### config.mk
export PLATFORM = sky130hd
export DESIGN_NAME = laser_point_loader
export DESIGN_NICKNAME = d
export VERILOG_FILES = /design/src/rtl/laser_pkg.sv /design/src/rtl/laser_point_buf.sv /design/src/rtl/laser_point_loader.sv
export SDC_FILE = /design/constraint.sdc
export NUM_CORES = 1
export LEC_CHECK = 0
export CORE_AREA = 8 8 214 216
export DETAILED_ROUTE_END_ITERATION = 8
export DIE_AREA = 0 0 222 224
export GPL_TIMING_DRIVEN = 0
export HOLD_SLACK_MARGIN = 0.06
export MAX_ROUTING_LAYER = met4
export PLACE_DENSITY = 0.5
export REMOVE_ABC_BUFFERS = 1
export SKIP_CTS_REPAIR_TIMING = 1
export SLEW_MARGIN = 25
export SYNTH_ARGS = -nofsm -noshare
export SYNTH_HDL_FRONTEND = slang
export SYNTH_HIERARCHICAL = 1
export SYNTH_SLANG_ARGS = --single-unit
### constraint.sdc
create_clock -name clk -period 4.5 [get_ports clk]
set_input_delay 0.9 -clock clk [delete_from_list [all_inputs] [get_ports clk]]
set_output_delay 0.9 -clock clk [all_outputs]
set_load 0.01 [all_outputs]
### src/rtl/laser_pkg.sv
// laser_pkg: shared sizes, FSM state type and packed point/result records
// used by the LASER point loader and its point buffer.
package laser_pkg;

  localparam int COORD_W = 4;
  localparam int NPTS    = 40;
  localparam int CNT_W   = 6;
  localparam int PT_W    = 2 * COORD_W;

  localparam logic [CNT_W-1:0] NPTS_C = CNT_W'(NPTS);
  localparam logic [CNT_W-1:0] LAST_C = CNT_W'(NPTS - 1);

  typedef enum logic [1:0] {
    FILL   = 2'd0,
    STREAM = 2'd1,
    WAIT   = 2'd2
  } state_t;

  typedef struct packed {
    logic [COORD_W-1:0] x;
    logic [COORD_W-1:0] y;
  } point_t;

  typedef struct packed {
    logic [COORD_W-1:0] c1x;
    logic [COORD_W-1:0] c1y;
    logic [COORD_W-1:0] c2x;
    logic [COORD_W-1:0] c2y;
  } result_t;

endpackage

### src/rtl/laser_point_buf.sv
// laser_point_buf: NPTS-deep point store with one synchronous write port and
// one combinational read port; all sequencing lives in the loader.
module laser_point_buf
  import laser_pkg::*;
(
  input  logic             clk,
  input  logic             we_i,
  input  logic [CNT_W-1:0] waddr_i,
  input  logic [PT_W-1:0]  wdata_i,
  input  logic [CNT_W-1:0] raddr_i,
  output logic [PT_W-1:0]  rdata_o
);

  logic [PT_W-1:0] mem_q [NPTS];

  // NOTE: storage is not reset; the write count alone decides what is valid,
  // so clearing the array would only cost reset fan-out.
  always_ff @(posedge clk) begin
    if (we_i) begin
      mem_q[waddr_i] <= wdata_i;
    end
  end

  assign rdata_o = mem_q[raddr_i];

endmodule

### src/rtl/laser_point_loader.sv
// laser_point_loader: collects NPTS host points, replays them to the solver as a
// one-per-cycle burst and hands back its centres. Optional WAIT abort: LOADER_TIMEOUT_EN.
module laser_point_loader
  import laser_pkg::*;
#(
  parameter int TIMEOUT = 65535
)
(
  input  logic               clk,
  input  logic               rst_n,
  input  logic               in_valid_i,
  output logic               in_ready_o,
  input  logic [COORD_W-1:0] in_x_i,
  input  logic [COORD_W-1:0] in_y_i,
  output logic               sol_rst_o,
  output logic [COORD_W-1:0] sol_x_o,
  output logic [COORD_W-1:0] sol_y_o,
  input  logic               sol_done_i,
  input  logic [COORD_W-1:0] sol_c1x_i,
  input  logic [COORD_W-1:0] sol_c1y_i,
  input  logic [COORD_W-1:0] sol_c2x_i,
  input  logic [COORD_W-1:0] sol_c2y_i,
  output logic               res_valid_o,
  input  logic               res_ready_i,
  output logic [COORD_W-1:0] res_c1x_o,
  output logic [COORD_W-1:0] res_c1y_o,
  output logic [COORD_W-1:0] res_c2x_o,
  output logic [COORD_W-1:0] res_c2y_o,
  output logic               res_err_o,
  output logic               busy_o
);

  state_t           state_q, state_d;
  logic [CNT_W-1:0] wcnt_q, wcnt_d;
  logic [CNT_W-1:0] rptr_q, rptr_d;
  logic [CNT_W-1:0] rd_addr;
  logic             sol_rst_q, sol_rst_d;
  point_t           sol_pt_q, sol_pt_d;
  point_t           rd_pt;
  logic [PT_W-1:0]  rd_data;
  logic             res_valid_q, res_valid_d;
  result_t          res_q, res_d;
  logic             in_ready;
  logic             in_fire;

`ifdef LOADER_TIMEOUT_EN
  localparam logic [15:0] TIMEOUT_C = 16'(TIMEOUT - 1);
  logic [15:0] wait_cnt_q, wait_cnt_d;
  logic        res_err_q, res_err_d;
`endif

  // Gated by rst_n so the host sees no ready while the block is held in reset.
  assign in_ready = rst_n && (wcnt_q < NPTS_C) && (state_q != STREAM);
  assign in_fire  = in_valid_i && in_ready;
  assign rd_pt    = point_t'(rd_data);

  laser_point_buf u_buf (
    .clk     (clk),
    .we_i    (in_fire),
    .waddr_i (wcnt_q),
    .wdata_i ({in_x_i, in_y_i}),
    .raddr_i (rd_addr),
    .rdata_o (rd_data)
  );

  always_comb begin
    // NOTE: every _d takes its hold value first, so no branch can leave one
    // unassigned and infer a latch.
    state_d     = state_q;
    wcnt_d      = wcnt_q;
    rptr_d      = rptr_q;
    rd_addr     = '0;
    sol_rst_d   = sol_rst_q;
    sol_pt_d    = sol_pt_q;
    res_valid_d = res_valid_q;
    res_d       = res_q;
`ifdef LOADER_TIMEOUT_EN
    wait_cnt_d  = wait_cnt_q;
    res_err_d   = res_err_q;
`endif

    if (in_fire) begin
      wcnt_d = wcnt_q + 1'b1;
    end
    if (res_valid_q && res_ready_i) begin
      res_valid_d = 1'b0;
    end

    case (state_q)
      FILL: begin
        sol_rst_d = 1'b1;
        // An untaken result blocks the next frame even with a full buffer.
        if (wcnt_q == NPTS_C && !res_valid_q) begin
          state_d   = STREAM;
          sol_rst_d = 1'b0;
          rptr_d    = '0;
          sol_pt_d  = rd_pt;
        end
      end

      STREAM: begin
        if (rptr_q == LAST_C) begin
          state_d = WAIT;
          wcnt_d  = '0;
`ifdef LOADER_TIMEOUT_EN
          wait_cnt_d = '0;
`endif
        end else begin
          rd_addr  = rptr_q + 1'b1;
          rptr_d   = rd_addr;
          sol_pt_d = rd_pt;
        end
      end

      WAIT: begin
`ifdef LOADER_TIMEOUT_EN
        wait_cnt_d = wait_cnt_q + 1'b1;
`endif
        if (sol_done_i) begin
          res_d       = result_t'({sol_c1x_i, sol_c1y_i, sol_c2x_i, sol_c2y_i});
          res_valid_d = 1'b1;
          sol_rst_d   = 1'b1;
          state_d     = FILL;
`ifdef LOADER_TIMEOUT_EN
          res_err_d   = 1'b0;
        end else if (wait_cnt_q == TIMEOUT_C) begin
          res_d       = '0;
          res_valid_d = 1'b1;
          res_err_d   = 1'b1;
          sol_rst_d   = 1'b1;
          state_d     = FILL;
`endif
        end
      end

      default: state_d = FILL;
    endcase
  end

  // NOTE: sequential state uses <= so each flop samples pre-edge values,
  // independent of statement order.
  always_ff @(posedge clk or negedge rst_n) begin
    if (!rst_n) begin
      state_q     <= FILL;
      wcnt_q      <= '0;
      rptr_q      <= '0;
      sol_rst_q   <= 1'b1;
      sol_pt_q    <= '0;
      res_valid_q <= 1'b0;
      res_q       <= '0;
    end else begin
      state_q     <= state_d;
      wcnt_q      <= wcnt_d;
      rptr_q      <= rptr_d;
      sol_rst_q   <= sol_rst_d;
      sol_pt_q    <= sol_pt_d;
      res_valid_q <= res_valid_d;
      res_q       <= res_d;
    end
  end

`ifdef LOADER_TIMEOUT_EN
  always_ff @(posedge clk or negedge rst_n) begin
    if (!rst_n) begin
      wait_cnt_q <= '0;
      res_err_q  <= 1'b0;
    end else begin
      wait_cnt_q <= wait_cnt_d;
      res_err_q  <= res_err_d;
    end
  end

  assign res_err_o = res_err_q;
`else
  assign res_err_o = 1'b0;
`endif

  assign in_ready_o  = in_ready;
  assign sol_rst_o   = sol_rst_q;
  assign sol_x_o     = sol_pt_q.x;
  assign sol_y_o     = sol_pt_q.y;
  assign res_valid_o = res_valid_q;
  assign res_c1x_o   = res_q.c1x;
  assign res_c1y_o   = res_q.c1y;
  assign res_c2x_o   = res_q.c2x;
  assign res_c2y_o   = res_q.c2y;
  assign busy_o      = (state_q != FILL);

endmodule

* Yosys cells after proc, flatten, opt, wreduce, memory -nomap -nowiden
Memory sizes are Yosys's and may differ from the RTL's. Index checks and enable logic that the tools add are counted.
Word-level totals: bits in registers 40, memory bits (writable) 320, input port bits 29, memories kept 1
Cells by class: $add $sub $neg 2, magnitude comparators 1, eq/ne operators 9, muxes and demuxes 23, reductions and logical operators 14
Memory list:
- u_buf.mem_q | words 40, bits a word 8, rd ports 1, clocked after Yosys merged registers in 0, write ports 1, line laser_point_buf.sv:14 | logic [PT_W-1:0] mem_q [NPTS];
Operator list (count):
- $mux 6 | 7
- $mux 8 | 2
- $pmux 8 s2 | 1
- $add 6x1->6 const B | 2
- $eq 6x6->1 const B | 2
- $pmux 6 s2 | 1
- $ne 2x2->1 const B | 4
- $mux 1 | 7
- $lt 6x6->1 const B | 1
- $mux 2 | 3
- $pmux 2 s3 | 1
- $reduce_and 3->1 | 2
- $reduce_bool 2->1 | 3
- $logic_and 1x1->1 | 5
- $reduce_and 2->1 | 2
- $eq 2x1->1 const B | 1
- $eq 2x2->1 const B | 1
- $logic_not 2->1 | 1
- $ne 2x1->1 const B | 1
- $pmux 1 s2 | 1
- $logic_not 1->1 | 1

* Logic depth before layout (Yosys ltp)
depth after elaboration 7, gate-level depth with buffers 12

* Modules after synthesis
The synthesis kept the hierarchy.
Modules (own cells, without submodules):
- laser_point_buf | times used 1, cells an instance 688, area an instance 12833.6 µm²
- laser_point_loader | times used 1, cells an instance 138, area an instance 1784.2 µm²

* Worst setup path before layout
OpenSTA, ideal clock, no wires.
path kind register to register, start point reg rptr_q[0], end point reg sol_pt_q (netlist bit sol_x_o[0]), setup time 125 ps, arrival 2686 ps, data required time 4375 ps, slack 1689 ps, cell stages (with the launch flop) 12, period minus slack after synthesis 2811 ps, path through dfrtp_1 -> ha_1 -> and4bb_4 -> a21o_4 -> nor2_1 -> buf_4 -> clkbuf_1 -> mux4_2 -> mux2_2 -> nand2_1 -> o41ai_2 -> mux2_4
On the way: longest elaborated chain between the ends 6, elaborated cells on any way between the ends 10
RTL lines:
- from (decl) | line laser_point_loader.sv:35 | logic [CNT_W-1:0] rptr_q, rptr_d;
- from (signal assigned) | line laser_point_loader.sv:154 | rptr_q <= rptr_d;
- $add 6x1->6 or $eq 6x6->1 (tied branches) | line laser_point_loader.sv:109, laser_point_loader.sv:102
- $mux 6 * | line laser_point_loader.sv:102 | if (rptr_q == LAST_C) begin
- $mux 6 * | line laser_point_loader.sv:89 | case (state_q)
- net rd_addr[1] | line laser_point_loader.sv:36 | logic [CNT_W-1:0] rd_addr;
- $mem_v2 40x8 *
- net rd_data[4] | line laser_point_loader.sv:40 | logic [PT_W-1:0] rd_data;
- $mux 8 (on tied branches) | line laser_point_loader.sv:102, laser_point_loader.sv:93
- $pmux 8 s2 * | line laser_point_loader.sv:89
- to (signal assigned) | line laser_point_loader.sv:156 | sol_pt_q <= sol_pt_d;
- to (decl) | line laser_point_loader.sv:38 | point_t sol_pt_q, sol_pt_d;
The timed path passes the listed nets; every way through them passes the cells marked *. The select of a mux whose other input is x is not followed. A chain may end at the register's enable or synchronous reset.

* Final worst setup path
start point reg rptr_q[0], end point reg sol_pt_q (netlist bit sol_y_o[2])
Same word-level chain as after synthesis.

==> flow_summary.json <==
{
  "crit_start": "rptr_q[0]",
  "antenna_found_initial": 0,
  "netlist_top_cells_area": "edfxtp_1 (66%), mux2i_1 (8.8%), dfrtp_1 (6.7%)",
  "busiest_layer": "met2",
  "synth_flop_cell": "edfxtp_1",
  "yosysSeqAreaShare": 0.726,
  "num_rows": 76,
  "synthMuxAreaShare": 0.140,
  "critical_path_required_ps": 4960,
  "initial_core_util": 0.344,
  "final_area_um2": 17300,
  "cts_tree": "yes",
  "numCtsBuffers": 40,
  "reg2reg_slack_ps": 390,
  "synth_compound_area_frac": 0.0671,
  "final.setup_skew_ps": 17.0,
  "pre_cts_ws_ps": 363,
  "fp.coreArea_um2": 42500,
  "grt_first_pass_wirelength_um": 50500,
  "p_per_area_nw_per_um2": 475,
  "path_clk_slew_ps": 60,
  "cpMostUsedCell": "buf_16",
  "post_dp_cell_area_um2": 16100,
  "ff2ff_path_depth": 13,
  "dr.pass1.iters": 5,
  "min_period_ps": 4110,
  "globalplace.congestion": 0.708,
  "synth_top_family_by_area": "multiplexers",
  "yosysWarnings": 6,
  "ir_worst_vdd_uv": 250,
  "synth_xor_xnor_area_share": 0.00240,
  "dp_hpwl_um": 22300,
  "slew_headroom": 0.315,
  "reg2reg_to": "sol_y_o[2]",
  "crit_family": "compound AO/OA/AOI/OAI gates",
  "leakagePower_nw": 5.45,
  "drt_iter0_drc": 390,
  "finalCritPeriodShare": 0.914,
  "rsz0062_at_grt": "false",
  "synth_fa_ha_area_frac": 0.00257,
  "critPathMaxStageDelay_ps": 600,
  "grt_pass1_vias": 7693,
  "hold_path.class": "in -> async",
  "use_met3": 0.0243,
  "maxSlewViolCount": 0,
  "cp-end-kind": "flip-flop",
  "fin_hold_ws_ps": 393,
  "antenna_left": 0,
  "reg2reg_from": "rptr_q[0]",
  "path_class": "reg -> reg",
  "cp_num_buf_inv": 3,
  "grt_max_degree": 43,
  "worstSkewPairLatency_ps": 520,
  "synth_area_um2": 14600,
  "fillers": 3784,
  "synth_top_cell_area_share": 0.657,
  "htreeDepth": 2,
  "max_freq_ghz": 0.243,
  "vias": 7502,
  "grt_use_met2": 0.216,
  "timing.critical_path.to": "sol_y_o[2]",
  "arrival_ps": 4570,
  "ys_types": 49,
  "syn_inst": 826,
  "cp_num_cells": 13,
  "synth_edf_count": 320,
  "dieArea_um2": 49700,
  "worst_slack_ps": 386,
  "path_cells": "ha_1 > and4bb_4 > a21o_4 > nor2_4 > buf_16 > buf_16 > buf_12 > mux2i_1 > a22o_1 > a221oi_1 > o22ai_1 > o41ai_2 > mux2_4",
  "regArea_um2": 10600,
  "finalNetCount": 934,
  "num_io_pins": 58,
  "finalWirelength_um": 33900,
  "crit_path_start_kind": "flip-flop",
  "worst-path-max-fanout": 18,
  "met1_usage": 0.187,
  "status": "completed",
  "finalPower_mw": 8.21,
  "track_usage": 0.139,
  "drive_gt1_frac": 0.187,
  "hold_viol_final": 0,
  "port_buffers": 56,
  "dieHeight_um": 224,
  "wire_per_inst_um": 22.9,
  "tightest_slew_ps": 1020,
  "setup_viol": 0,
  "cts_max_path_buffers": 3,
  "grt_overflow": 0,
  "synth_largest_area_cell": "edfxtp_1",
  "cts_sinks": 360,
  "root_buffer": "clkbuf_16",
  "async_flop_share": 0.111,
  "drcViolationCount": 0,
  "cap_violations": 0,
  "synth-simple-area-share": 0.0375,
  "diodes": 0,
  "syn_area_per_cell_um2": 17.7,
  "multi_input_area_um2": 3710,
  "cp_slowest_cell": "nor2_4",
  "area.growth.synth_to_final_pct": 18.4,
  "synth_seq_cells": 360,
  "via_per_inst": 5.08,
  "die_w_um": 222
}
==> registers in the layout (all words and copies together), names as in the netlist, 2 cells and up <==
signal and cells:
u_buf/mem_q 320, sol_y_o 4, rptr_q 6, res_c1y_o 4, sol_x_o 4, wcnt_q 6, res_c1x_o 4, res_c2x_o 4
res_c2y_o 4, state_q 2
==> synthesized netlist by cell type (all sizes together) (7+ instances only) <==
library cell and n:
a21o 7, nand3 9, a21oi 20, o22ai 8, a221oi 16, mux2 32, a22oi 32, mux2i 129
buf 31, nor2 49, nand2 24, edfxtp 320, inv 7, mux4 16, o41ai 8, clkbuf 14
a22o 16, dfrtp 39
==> where the power goes <==
group | switching [mW] | internal (mW) | total (mW)
logic | 0.681 | 0.673 | 1.35
clock network | 1.24 | 1.66 | 2.90
registers | 0.151 | 3.80 | 3.95
==> worst reg2reg max path: cells and delay by family (launching register included) <==
family | cells | cell delay (ps)
fa+ha+maj | 1 | 270
mux | 2 | 300
flops | 1 | 430
compound gates | 5 | 1570
buf+inv | 3 | 660
simple gates | 2 | 830
==> layout make-up <==
| cell class | instances | share of cell area |
|---|---|---|
| Clock buffer | 52 | 0.0617 |
| Clock inverter | 19 | 0.00492 |
| Inverter | 7 | 0.00224 |
| Multi-Input combinational cell | 414 | 0.215 |
| Sequential cell | 360 | 0.613 |
| Tap cell | 546 | 0.0395 |
| Timing Repair Buffer | 79 | 0.0639 |
==> kinds of logic (layout without fill, tap and decap cells) <==
kind of cell             count (synthesis)  count (layout)
AO/OA/AOI/OAI                          114             114
XOR/XNOR                                 4               4
adder cells (fa/ha/maj)                  3               3
buffers and inverters                   52             157
flip-flops                             360             360
multiplexers                           177             177
other                                    1               1
AND/OR/NAND/NOR                        115             115
==> layout by cell type, fill, tap and decap left out, drive strengths merged, types with 19 or more instances in the layout <==
cell,count
mux2,32
edfxtp,320
buf,32
a22oi,32
clkbuf,52
clkdlybuf4s50,47
mux2i,129
nand2,24
nor2,49
a21oi,20
dfrtp,39
clkinv,19
==> through the flow <==
| step | utilization | setup TNS (ps) | std cells |
|---|---|---|---|
| final | 0.407 | 0 | 1477 |
| after global routing | 0.407 | 0 | 1477 |
| after CTS | 0.407 | 0 | 1477 |
| after detailed placement | 0.380 | 0 | 1406 |
| after global placement | 0.366 | -502470 | 1383 |
| after floorplan | - | -64200 | 781 |
==> how the worst min path moves through the flow <==
stage	startpoint	to	slack, ps	depth (start not counted)
after detailed placement	res_c2y_o[2]	res_c2y_o[2]	490	1
final	rst_n	res_c2x_o[2]	390	1
after floorplan	rptr_q[1]	rptr_q[1]	480	1
after global placement	res_c2x_o[2]	res_c2x_o[2]	490	1
after CTS	rst_n	res_c2x_o[3]	400	1
after global routing	rst_n	res_c2x_o[2]	420	1
==> metal layers <==
layer,wire [um],up-vias
met2,15900,164
li1,-,3425
met1,16000,3869
met3,1460,44
met5,0,-
met4,548,0
No activity file was read; power rests on OpenSTA's default activity.
